[config.mk]
export PLATFORM = sky130hd
export DESIGN_NAME = mem_port_arbiter
export DESIGN_NICKNAME = d
export VERILOG_FILES = /design/src/rtl/mem_port_arbiter.sv
export SDC_FILE = /design/constraint.sdc
export NUM_CORES = 1
export LEC_CHECK = 0
export BUFFER_PORTS_ARGS = -buffer_cell sky130_fd_sc_hd__clkbuf_2
export CORE_UTILIZATION = 41
export CTS_BUF_LIST = sky130_fd_sc_hd__clkbuf_16
export DETAILED_ROUTE_END_ITERATION = 8
export GPL_ROUTABILITY_DRIVEN = 0
export GPL_TIMING_DRIVEN = 0
export PLACE_DENSITY_LB_ADDON = 0.12
export SLEW_MARGIN = 30
export SYNTH_ARGS = -nofsm -noshare
export SYNTH_HDL_FRONTEND = slang
export SYNTH_SLANG_ARGS = --single-unit
export TNS_END_PERCENT = 30
[constraint.sdc]
create_clock -name clk -period 4.35 [get_ports clk]
set_clock_uncertainty 0.05 [all_clocks]
set_input_delay 0.87 -clock clk [delete_from_list [all_inputs] [get_ports clk]]
set_output_delay 0.87 -clock clk [all_outputs]
set_load 0.05 [all_outputs]
[src/rtl/mem_port_arbiter.sv]
// Round-robin arbiter sharing one single-port memory between the CPU and the display engine.
// Serializes single-word requests and returns read data with a one-cycle valid strobe.
module mem_port_arbiter #(
  parameter int unsigned ADDR_W = 8,
  parameter int unsigned DATA_W = 32,
  parameter int unsigned RD_LAT = 1
) (
  input  logic              clk,
  input  logic              reset,
  input  logic              cpu_req,
  input  logic              cpu_we,
  input  logic [ADDR_W-1:0] cpu_addr,
  input  logic [DATA_W-1:0] cpu_wdata,
  output logic              cpu_gnt,
  output logic              cpu_rvalid,
  output logic [DATA_W-1:0] cpu_rdata,
  input  logic              dsp_req,
  input  logic              dsp_we,
  input  logic [ADDR_W-1:0] dsp_addr,
  input  logic [DATA_W-1:0] dsp_wdata,
  output logic              dsp_gnt,
  output logic              dsp_rvalid,
  output logic [DATA_W-1:0] dsp_rdata,
  output logic [ADDR_W-1:0] mem_addr,
  output logic              mem_we,
  output logic              mem_re,
  output logic [DATA_W-1:0] mem_wdata,
  input  logic [DATA_W-1:0] mem_rdata,
  output logic              busy
);

  localparam int unsigned CNT_W = 3;

  typedef enum logic [1:0] {
    IDLE   = 2'd0,
    ACCESS = 2'd1,
    WAIT   = 2'd2
  } state_t;

  state_t             state;
  logic               owner_dsp;
  logic               last_dsp;
  logic               lat_we;
  logic [CNT_W-1:0]   cnt;
  logic               win_dsp;

  // On a tie the port not granted last wins.
  assign win_dsp = dsp_req && (!cpu_req || !last_dsp);

  always_ff @(posedge clk) begin
    if (reset) begin
      state      <= IDLE;
      owner_dsp  <= 1'b0;
      last_dsp   <= 1'b1;
      lat_we     <= 1'b0;
      cnt        <= '0;
      cpu_gnt    <= 1'b0;
      dsp_gnt    <= 1'b0;
      cpu_rvalid <= 1'b0;
      dsp_rvalid <= 1'b0;
      cpu_rdata  <= '0;
      dsp_rdata  <= '0;
      mem_addr   <= '0;
      mem_we     <= 1'b0;
      mem_re     <= 1'b0;
      mem_wdata  <= '0;
      busy       <= 1'b0;
    end else begin
      // Strobes and the memory port are only ever active for a single cycle.
      cpu_gnt    <= 1'b0;
      dsp_gnt    <= 1'b0;
      cpu_rvalid <= 1'b0;
      dsp_rvalid <= 1'b0;
      mem_addr   <= '0;
      mem_we     <= 1'b0;
      mem_re     <= 1'b0;
      mem_wdata  <= '0;
      case (state)
        IDLE: begin
          if (cpu_req || dsp_req) begin
            owner_dsp <= win_dsp;
            last_dsp  <= win_dsp;
            lat_we    <= win_dsp ? dsp_we : cpu_we;
            mem_addr  <= win_dsp ? dsp_addr : cpu_addr;
            mem_wdata <= win_dsp ? dsp_wdata : cpu_wdata;
            mem_we    <= win_dsp ? dsp_we : cpu_we;
            mem_re    <= win_dsp ? !dsp_we : !cpu_we;
            cpu_gnt   <= !win_dsp;
            dsp_gnt   <= win_dsp;
            busy      <= 1'b1;
            state     <= ACCESS;
          end
        end
        ACCESS: begin
          if (lat_we) begin
            busy  <= 1'b0;
            state <= IDLE;
          end else begin
            cnt   <= CNT_W'(RD_LAT);
            state <= WAIT;
          end
        end
        WAIT: begin
          cnt <= cnt - CNT_W'(1);
          if (cnt == CNT_W'(1)) begin
            if (owner_dsp) begin
              dsp_rdata  <= mem_rdata;
              dsp_rvalid <= 1'b1;
            end else begin
              cpu_rdata  <= mem_rdata;
              cpu_rvalid <= 1'b1;
            end
            busy  <= 1'b0;
            state <= IDLE;
          end
        end
        default: begin
          busy  <= 1'b0;
          state <= IDLE;
        end
      endcase
    end
  end

endmodule

# Word-level counts from Yosys, hierarchy flattened
# Index checks and enable logic that the tools add are counted.
[classes]
n_addsub = 1
eq_ne = 7
muxes = 16
n_bitwise = 5
reduce_logical = 18
[op_table]
columns = ["cell", "n"]
rows = [
  ["$mux W32", 1],
  ["$reduce_and A3 Y1", 3],
  ["$mux W8", 1],
  ["$ne A2 B2 Y1 const B", 4],
  ["$mux W1", 7],
  ["$mux W2", 3],
  ["$pmux W2 S3", 1],
  ["$pmux W3 S2", 1],
  ["$reduce_and A2 Y1", 3],
  ["$reduce_or A3 Y1", 2],
  ["$logic_not A1 Y1", 5],
  ["$not A1 Y1", 5],
  ["$eq A3 B1 Y1 const B", 1],
  ["$mux W3", 1],
  ["$pmux W1 S3", 1],
  ["$sub A3 B1 Y3 const B", 1],
  ["$eq A2 B1 Y1 const B", 1],
  ["$eq A2 B2 Y1 const B", 1],
  ["$logic_not A2 Y1", 1],
  ["$logic_or A1 B1 Y1", 2],
  ["$reduce_bool A2 Y1", 1],
  ["$logic_and A1 B1 Y1", 1],
]
[word_totals]
reg_bits = 119
in_bits = 118
output_inout_bits = 111
word_cells = 63

# Logic depth before layout (Yosys ltp)
# Gate-level depths: netlist (run 1).
[depth]
ltp_word = 4
depth_mapped = 8
mapped_depth_nobuf = 5

# Worst setup path after synthesis (run 1)
# OpenSTA, ideal clock, no wires.
[synth_path]
path_kind = "in2reg"
start = "input dsp_req"
end = "register mem_wdata[0]"
setup_ps = 60
arrival_ps = 1808
slack_ps = 2432
stages = 5
path_buffers = 2
path_cell_list = "a21boi_0 -> and2_1 -> buf_2 -> clkbuf_1 -> a22o_1"
[synth_via]
elab_chain_len = 3
[synth_rtl]
columns = ["item", "line_no", "rtl"]
rows = [
  ["start, declared", "17", "input logic dsp_req,"],
  ["$logic_or A1 B1 Y1", "80", "if (cpu_req || dsp_req) begin"],
  ["$not A1 Y1 (no line)", "--", ""],
  ["$reduce_or A3 Y1 (no line)", "--", ""],
  ["end signal, assigned", "85", "mem_wdata <= win_dsp ? dsp_wdata : cpu_wdata;"],
  ["end, declared", "27", "output logic [DATA_W-1:0] mem_wdata,"],
]
# Parallel ways exist; a longest one is shown, timed or not.
# A chain may end at the register's enable or synchronous reset.

# Worst setup path in the final report (run 1)
[layout_path]
start = "input reset"
end = "register busy"
[layout_lines]
columns = ["item", "line_no", "rtl"]
rows = [
  ["start, declared", "9", "input logic reset,"],
  ["end signal, assigned", "67", "busy <= 1'b0;"],
  ["end signal, assigned", "90", "busy <= 1'b1;"],
  ["end signal, assigned", "96", "busy <= 1'b0;"],
  ["end, declared", "29", "output logic busy"],
]
# No word-level cell between the ends.

==> results of run 1 <==
per-stage QoR:
stage	hold WS [ns]	cells
after CTS	0.411	809
after global placement	0.394	777
after global routing	0.421	809
final	0.408	809
after floorplan	0.406	413
after detailed placement	0.396	777
worst max-delay path: stages:
cell and delay, ns:
clkbuf_2 0.15, clkbuf_1 0.24, inv_1 0.16, buf_2 0.24, buf_1 0.42, o221a_2 0.28
final timing paths:
kind	startpoint	to	slack, ns
hold reg to reg	dsp_rdata[0]$_SDFFE_PP0P_	dsp_rdata[0]$_SDFFE_PP0P_	0.41
setup / recovery	reset	busy$_SDFFE_PP0P_	2.28
setup reg to reg	cnt[1]$_SDFFE_PP0P_	dsp_rdata[26]$_SDFFE_PP0P_	2.50
hold / removal	dsp_rdata[0]$_SDFFE_PP0P_	dsp_rdata[0]$_SDFFE_PP0P_	0.41
metal layers:
metal / track usage / part of all wire / up-vias
li1: - / - / 2004
met1: 0.278 / 0.45 / 1901
met2: 0.336 / 0.47 / 151
met3: 0.0649 / 0.064 / 23
met4: 0.0784 / 0.019 / 0
met5: 0 / 0 / -
cell families after synthesis:
kind of cell | after synthesis | synth area share
AOI/OAI and AO/OA | 87 | 0.168
adders and majority gates | 2 | 0.00568
buffers and inverters | 46 | 0.0517
DFF | 119 | 0.541
muxes | 34 | 0.0773
and+or+nand+nor | 125 | 0.156
registers in the layout, summed over array words and instances, names as in the netlist:
| name | count |
|---|---|
| last_dsp | 1 |
| cpu_rvalid | 1 |
| owner_dsp | 1 |
| mem_we | 1 |
| cpu_rdata | 32 |
| mem_wdata | 32 |
| mem_re | 1 |
| dsp_rvalid | 1 |
| state | 2 |
| mem_addr | 8 |
| busy | 1 |
| dsp_gnt | 1 |
| dsp_rdata | 32 |
| cnt | 3 |
| lat_we | 1 |
| cpu_gnt | 1 |
cell usage after synthesis, types with 2 or more instances:
library cell	n
a21boi_0	2
a21oi_1	5
a221o_1	2
a22o_1	40
a31o_1	29
a31o_2	4
and2_1	3
buf_1	2
buf_2	11
buf_6	5
clkbuf_1	24
dfxtp_1	119
ha_1	2
inv_1	3
mux2i_1	34
nand2_1	36
nand2b_1	35
nor2_1	5
nor2b_1	5
nor3_1	2
nor4_1	32
cells in the final DEF (no fill, tap or decap), drive strengths merged:
cell,instances
a22o,40
clkinv,7
a311oi,1
clkinvlp,2
a2bb2oi,1
or3,1
nand3,1
a31o,33
inv,4
and3b,1
nor2b,5
buf,19
ha,2
nor3,2
mux2i,34
nand2,36
clkbuf,269
nor2,5
and2,3
o21a,1
dfxtp,119
o21ai,1
a21boi,2
nand2b,36
nor4,32
a21oi,5
a221o,2
bufinv,5
nor3b,1
or2,1
and3,1
o221a,1
power groups by stage:
stage	Sequential, W	Clock, W	Combinational (W)
after CTS	0.00116	0.00155	0.000441
after floorplan	0.00132	0	0.000159
final	0.00116	0.00153	0.000440
after detailed placement	0.00118	0	0.000439
after global routing	0.00116	0.00161	0.000472
after global placement	0.00118	0	0.000433
cell type report:
class / instances / area, um^2
fillers: 887 / 4000
clock inverters: 15 / 228
plain buffers: 43 / 216
repair buffers: 228 / 1140
well taps: 136 / 170
inverters: 3 / 11.3
clock buffers: 17 / 425
multi-input cells: 248 / 1790
flip-flops and latches: 119 / 2380
==> reports/results.ini, run 1 <==
[clock_tree]
clock_sinks=119
cts_made_buffers=17
root_buffer=clkbuf_16
ctsLongestPathBuffers=2
postCtsHoldBufs=0
h-tree-depth=4
clk_pin_slew_worst_paths_ns=0.06
cts_tree=yes
clk_latency_ns=0.40
postCtsSetupRepairBufs=0
post_cts_resized=0

[power_and_ir_drop]
power_density_nw_per_um2=491
net-switching-power_w=0.000826
p_leak_nw=3.13
total_power_w=0.00313
seq_power_share=0.371
ir_drop_uv=275
clkPwrFrac=0.489
p_comb_frac=0.141
power.internal_w=0.00230
switching_share=0.264

[synth]
yosysSeqAreaShare=0.541
async_flop_share=0
synth_top_area_frac=0.541
synth_area_leaders=dfxtp_1 (54%), a22o_1 (8.0%), mux2i_1 (7.7%), a31o_1 (5.8%), nand2b_1 (5.0%)
synth_warnings=0
synthCells=413
synth_seq_cells=119
syn_area_per_cell_um2=10.7
synth.largest_area_cell=dfxtp_1
synthesis.nets=533
syn_area_um2=4400
synthFlopType=dfxtp_1
synth_edf_count=0
yosysUniqueCellTypes=34

[sta]
worstMarginPinSlew_ns=0.516
setup_violations=0
fin_setup_tns_ns=0
rsz0062_at_grt=false
hold_viol_final=0
slew_violations=0
min_period_ns=2.07
fmax_ghz=0.483
maxSlewHeadroom=0.656
finalCritPeriodShare=0.476
worst_slack_ns=2.28

[layout]
drive_gt1_frac=0.422
final_area_um2=6370
insertedDiodeCount=0
syn2layout_area_growth_pct=44.6
final_util=0.614
nets=780

[die]
die_w_um=106
rows=37
die_h_um=106
start_util=0.425
die_area_um2=11200
io_pins=229
core_um2=10400

[global_routing]
grt_overflow=0
grt_first_pass_wirelength_um=18700
grt_max_degree=17
antenna_found_initial=0
grt.total_usage=0.214
grt_pass1_vias=3852

[route]
avgViaCountPerCell=5.04
wire_per_inst_um=14.7
drt-total-wl_um=11900
vias=4079
drc=0
final_antenna_net_count=0
drtIter0Drc=160
drt_first_pass_iters=5

[worst_hold_path]
hold_depth=2
hp-class=flop to flop

[setup_path]
worst_setup_path_end_kind=flop
worst-setup-path-type=input port to flop
r2r_cells=7
crit_arrival_ns=2.37
crit_required_ns=4.65
startpoint_type=input port
crit_fanout=10

[placed_design]
dp_hpwl_um=8940
pre_cts_ws_ns=1.86
port_buffers=228
place_area_um2=5710

[job]
max_cap_viol_count=0

[outcome]
outcome=finished clean

Power figures use the tool's default switching activity.
==> run 2, diff against run 1 <==
--- a/config.mk
+++ b/config.mk
@@ -5,6 +5,7 @@
 export SDC_FILE = /design/constraint.sdc
 export NUM_CORES = 1
 export LEC_CHECK = 0
+export ABC_AREA = 1
 export BUFFER_PORTS_ARGS = -buffer_cell sky130_fd_sc_hd__clkbuf_2
 export CORE_UTILIZATION = 41
 export CTS_BUF_LIST = sky130_fd_sc_hd__clkbuf_16
==> constraint.sdc (replaced) <==
create_clock -name clk -period 2.1 [get_ports clk]
set_clock_uncertainty 0.05 [all_clocks]
set_input_delay 0.42 -clock clk [delete_from_list [all_inputs] [get_ports clk]]
set_output_delay 0.42 -clock clk [all_outputs]
set_load 0.05 [all_outputs]
==> run 2 against run 1 <==
  * Die area decreased by 5.3%
  * Synthesized cell count increased by 26%
  * Combinational power increased by 100%
  * Design area down 3.7%
  * Sequential cell count is the same
  * Clock-buffer cell count stayed put
  * Highest routed layer unchanged
  * Global-route usage fell by 0.35 points
  * Critical endpoint is now busy
  * Register-to-register slack got worse by 1.9 ns
  * Clock power grew 110%
  * Via count barely moved
  * Core utilization increased by 1.1 points
  * Setup slack got worse by 1.7 ns
==> reports/results.ini, run 2 <==
[placed_design]
port_buffers=228
dp_hpwl_um=8690

[route]
final_antenna_net_count=0
drt-total-wl_um=11200
drc=0
avgViaCountPerCell=4.47
vias=4077
wire_per_inst_um=12.3
drtIter0Drc=74
drt_first_pass_iters=4

[global_routing]
antenna_found_initial=0
grt.total_usage=0.211
grt_max_degree=17
grt_pass1_vias=3626
grt_overflow=0
grt_first_pass_wirelength_um=16800

[synth]
syn_area_um2=4160
yosysUniqueCellTypes=26
synth_edf_count=0
synth_warnings=0
synth.largest_area_cell=dfxtp_1
synthesis.nets=640
synth_area_leaders=dfxtp_1 (57%), nand2_1 (12%), nor2_1 (11%), o21ai_0 (7.0%), buf_6 (1.6%)
synthCells=520
yosysMostFrequentCell=nand2_1
ys_top_cells_by_count=nand2_1 (136), nor2_1 (127), dfxtp_1 (119)
async_flop_share=0
yosysSeqAreaShare=0.572
synthFlopType=dfxtp_1
syn_area_per_cell_um2=8.01
synth_seq_cells=119
synth_top_area_frac=0.572

[sta]
hold_viol_final=0
timing.hold.ws_ns=0.154
maxSlewHeadroom=0.736
worstMarginPinSlew_ns=0.395
finalCritPeriodShare=0.720
rsz0062_at_grt=false
slew_violations=0
min_period_ns=1.51
fmax_ghz=0.662
setup_violations=0
fin_setup_tns_ns=0

[clock_tree]
clock_sinks=119
cts_made_buffers=17
root_buffer=clkbuf_16
postCtsSetupRepairBufs=0
h-tree-depth=4
clk_latency_ns=0.39
clk_pin_slew_worst_paths_ns=0.06
post_cts_resized=0
postCtsHoldBufs=0
cts_tree=yes
ctsLongestPathBuffers=2

[power_and_ir_drop]
clkPwrFrac=0.492
p_leak_nw=3.24
power_density_nw_per_um2=1060
ir_drop_uv=547
p_comb_frac=0.135
power.internal_w=0.00484
switching_share=0.257
seq_power_share=0.373
net-switching-power_w=0.00167

[layout]
final_common_cell=clkbuf_2
nets=887
syn2layout_area_growth_pct=47.3
insertedDiodeCount=0
reg_top3=cpu_rdata (32), dsp_rdata (32), mem_wdata (32)
nFillCells=936
drive_gt1_frac=0.388
mostFrequentLayoutCells=clkbuf_2 (231), nand2_1 (136), nor2_1 (127)

[die]
die_w_um=103
io_pins=229
start_util=0.424
die_h_um=103
rows=36
core_um2=9820
die_area_um2=10600

[setup_path]
endpoint=busy
worst-setup-path-type=flop to primary output
crit_arrival_ns=1.04
crit_required_ns=1.63
reg2reg_to=dsp_rdata[27]$_SDFFE_PP0P_
critPathTopFamily=flip-flops
startpoint_type=flop
reg2reg_slack_ns=0.59
r2r-start=cnt[1]$_SDFFE_PP0P_
r2r_cells=8
path_buf_inv=1
critical_path_depth=1
cp_slowest_cell=dfxtp_1
setup.worst_path.start=busy$_SDFFE_PP0P_
path_cells=clkbuf_2
worst_setup_path_end_kind=primary output
crit_fanout=3
max_stage_delay_ns=0.35

[outcome]
outcome=finished clean

[job]
max_cap_viol_count=0

[worst_hold_path]
holdCritStartpoint=cpu_wdata[21]
hp-class=input port to flop

run 2: layer usage:
metal  GRT usage  part of all wire  vias up
met2       0.372              0.50      158
li1            -                 -     2125
met5           0                 0        -
met4      0.0813            0.0083        0
met3      0.0759             0.083        9
met1       0.230              0.41     1785
run 2: worst min path at each step:
stage                               end  slack [ns]  cells past startpoint
4_1_cts         mem_wdata[1]$_SDFF_PP0_        0.14                      3
5_1_grt         mem_wdata[7]$_SDFF_PP0_        0.15                      3
6_report       mem_wdata[21]$_SDFF_PP0_        0.15                      3
2_1_floorplan     last_dsp$_SDFFE_PP1P_        0.38                      2
3_3_place_gp      last_dsp$_SDFFE_PP1P_        0.40                      2
3_5_place_dp      last_dsp$_SDFFE_PP1P_        0.40                      2
run 2: kinds of logic (layout without fill, tap and decap cells):
family | after synthesis | in the layout | share of synthesized area
simple gates | 287 | 287 | 0.279
flops | 119 | 119 | 0.572
compound gates | 71 | 71 | 0.0859
buf+inv | 40 | 300 | 0.0550
fa+ha+maj | 2 | 2 | 0.00601
xor+xnor | 1 | 1 | 0.00210
run 2: worst register-to-register path: stages, from the launching register on:
cell	delay (ns)
dfxtp_1	0.31
inv_1	0.07
ha_1	0.23
nand3_1	0.14
nor2_4	0.17
inv_2	0.10
buf_6	0.17
nor2_1	0.11
nor2_1	0.05
run 2: area by class of cell:
| class | count | area (um^2) | area share |
|---|---|---|---|
| plain buffers | 27 | 179 | 0.0292 |
| clock buffers | 17 | 425 | 0.0694 |
| clock inverters | 15 | 236 | 0.0386 |
| inverters | 13 | 50.0 | 0.00816 |
| multi-input cells | 361 | 1550 | 0.253 |
| flip-flops and latches | 119 | 2380 | 0.388 |
| well taps | 133 | 166 | 0.0271 |
| repair buffers | 228 | 1140 | 0.186 |
run 2: power by group through the flow:
stage / logic [W] / registers, W / clock network, W
2_1_floorplan: 0.000237 / 0.00283 / 0
3_3_place_gp: 0.000876 / 0.00247 / 0
3_5_place_dp: 0.000884 / 0.00248 / 0
4_1_cts: 0.000887 / 0.00243 / 0.00325
5_1_grt: 0.000949 / 0.00244 / 0.00337
6_report: 0.000879 / 0.00243 / 0.00320
run 2: stage by stage:
stage / util / worst slack, ns / std cells / power [W] / area (um^2)
6_report: 0.625 / 0.589 / 913 / 0.00651 / 6130
5_1_grt: 0.625 / 0.421 / 913 / 0.00676 / 6130
4_1_cts: 0.625 / 0.565 / 913 / 0.00657 / 6130
3_5_place_dp: 0.557 / 0.474 / 881 / 0.00336 / 5470
3_3_place_gp: 0.557 / 0.496 / 881 / 0.00335 / 5470
2_1_floorplan: - / 0.763 / 520 / 0.00307 / 4160
==> run 3, diff against run 2 <==
--- a/config.mk
+++ b/config.mk
@@ -7,7 +7,7 @@
 export LEC_CHECK = 0
 export ABC_AREA = 1
 export BUFFER_PORTS_ARGS = -buffer_cell sky130_fd_sc_hd__clkbuf_2
-export CORE_UTILIZATION = 41
+export CORE_UTILIZATION = 40
 export CTS_BUF_LIST = sky130_fd_sc_hd__clkbuf_16
 export DETAILED_ROUTE_END_ITERATION = 8
 export GPL_ROUTABILITY_DRIVEN = 0
==> constraint.sdc (replaced) <==
create_clock -name clk -period 1.2 [get_ports clk]
set_clock_uncertainty 0.05 [all_clocks]
set_input_delay 0.24 -clock clk [delete_from_list [all_inputs] [get_ports clk]]
set_output_delay 0.24 -clock clk [all_outputs]
set_load 0.05 [all_outputs]
==> run 3 against run 2 <==
  * The run now ends with setup timing left
  * Critical path depth grew 9
  * First-iteration DRC count grew to 7.8 times the previous value
  * Register-to-register slack lost 1.0 ns
  * Non-clock buffer count grew 104
  * Combinational power grew to 3.3 times the previous value
  * Clock power grew 72%
  * Sequential cell count is the same
  * Routed wire length grew 130%
  * Core utilization grew 31 points
  * Largest power group unchanged
==> reports/results.ini, run 3 (synthesis results as in run 2) <==
[setup_path]
worst-setup-path-type=flop to flop
startpoint_type=flop
r2r-start=last_dsp$_SDFFE_PP1P_
path_cells=nand2_4 > nand2_4 > inv_4 > buf_6 > nor2_4 > buf_12 > buf_12 > buf_12 > nand2_4 > nand2_2
crit_arrival_ns=1.89
max_stage_delay_ns=0.37
cp_slowest_cell=dfxtp_4
crit_fanout=6
crit_required_ns=1.48
setup.worst_path.start=last_dsp$_SDFFE_PP1P_
worst_setup_path_end_kind=flop
critPathTopFamily=buffers and inverters
path_buf_inv=5

[route]
final_antenna_net_count=0
wire_per_inst_um=25.7
drt-total-wl_um=26200
vias=5865
drc=0
drt_first_pass_iters=5
drtIter0Drc=580
avgViaCountPerCell=5.76

[power_and_ir_drop]
ir_drop_uv=1120
p_comb_frac=0.229
total_power_w=0.0129
seq_power_share=0.344
power_density_nw_per_um2=1390
clkPwrFrac=0.428
switching_share=0.308
p_leak_nw=4.40
net-switching-power_w=0.00396
power.internal_w=0.00892

[die]
die_area_um2=10800
core_um2=9910
rows=36
die_h_um=104
die_w_um=104
io_pins=229
start_util=0.420

[clock_tree]
cts_made_buffers=17
clock_sinks=119
ctsLongestPathBuffers=2
clk_latency_ns=0.41
cts_tree=yes
clk_pin_slew_worst_paths_ns=0.06
h-tree-depth=4
root_buffer=clkbuf_16

[layout]
nets=991
drive_gt1_frac=0.625
syn2layout_area_growth_pct=122
reg_top3=cpu_rdata (32), dsp_rdata (32), mem_wdata (32)
final_util=0.934
mostFrequentLayoutCells=clkbuf_2 (117), nor2_1 (113), dfxtp_2 (109)
final_common_cell=clkbuf_2

[sta]
maxSlewHeadroom=0.602
min_period_ns=1.61
rsz0062_at_grt=true
fmax_ghz=0.621
finalCritPeriodShare=1.34
slew_violations=0
worst_slack_ns=-0.411
worstMarginPinSlew_ns=0.597
timing.hold.ws_ns=0.0240
fin_setup_tns_ns=-29.39
hold_viol_final=0
setup_violations=165

[global_routing]
grt_overflow=0
grt_first_pass_wirelength_um=29000
grt_pass1_vias=5682
antenna_found_initial=2
grt_max_degree=17
grt.total_usage=0.346

[placed_design]
port_buffers=228
pre_cts_ws_ns=-0.249
dp_hpwl_um=8410

[worst_hold_path]
hp-class=input port to flop
holdCritStartpoint=mem_rdata[10]

[outcome]
outcome=finished with violations
violations=setup timing

[job]
max_cap_viol_count=0

## run 3: cell count changes in the layout (fill, tap and decap cells not counted), sizes merged
cell / delta
inv: -2
buf: +116
dlygate4sd3: +77
clkinvlp: +1
diode: +2
bufinv: -2
clkbuf: -89
clkinv: +2
## run 3: metrics by stage
step                      std cells  area, um^2
after floorplan                 520        4180
after global placement          881        5490
after detailed placement        881        5490
after CTS                      1013        8680
after global routing           1018        9260
final                          1018        9260
## run 3: metal layers
layer | GRT usage | share of wire | up-vias
li1 | - | - | 2339
met1 | 0.338 | 0.33 | 2777
met2 | 0.619 | 0.48 | 537
met3 | 0.105 | 0.092 | 212
met4 | 0.250 | 0.10 | 0
met5 | 0 | 0 | -
## run 3: final timing paths
| check | to | slack (ns) | cells past startpoint |
|---|---|---|---|
| setup / recovery | mem_wdata[26]$_SDFF_PP0_ | -0.41 | 10 |
| hold / removal | dsp_rdata[10]$_SDFFE_PP0P_ | 0.02 | 3 |
| setup reg to reg | mem_wdata[26]$_SDFF_PP0_ | -0.41 | 10 |
| hold reg to reg | cpu_rdata[9]$_SDFFE_PP0P_ | 0.46 | 2 |
## run 3: power groups by stage
stage	Sequential (W)	Combinational, W	Clock (W)
floorplan	0.00496	0.000425	0
global placement	0.00433	0.00153	0
detailed placement	0.00434	0.00155	0
CTS	0.00431	0.00234	0.00529
global route	0.00443	0.00300	0.00566
finish	0.00442	0.00294	0.00551
## run 3: area by class of cell
type / instances / area, um^2
sequential: 119 / 2540
clock inverter: 14 / 185
inverter: 13 / 61.3
fill: 285 / 653
multi-input combinational: 361 / 2040
antenna: 2 / 5.00
buffer: 27 / 293
clock buffer: 17 / 425
timing repair buffer: 332 / 3540
tap: 133 / 166
## run 3: timing repair
action	in CTS	in global routing
setup endpoints to repair	217	221
pin swaps	22	31
gates cloned	9	0
buffers inserted	15	6
hold endpoints to repair	39	0
hold buffers	77	0
resized for setup	433	250
## run 3: tightest hold or removal path: cells and delay by family
kind | cells | cell delay, ns
buf+inv | 1 | 0.09
simple gates | 2 | 0.12
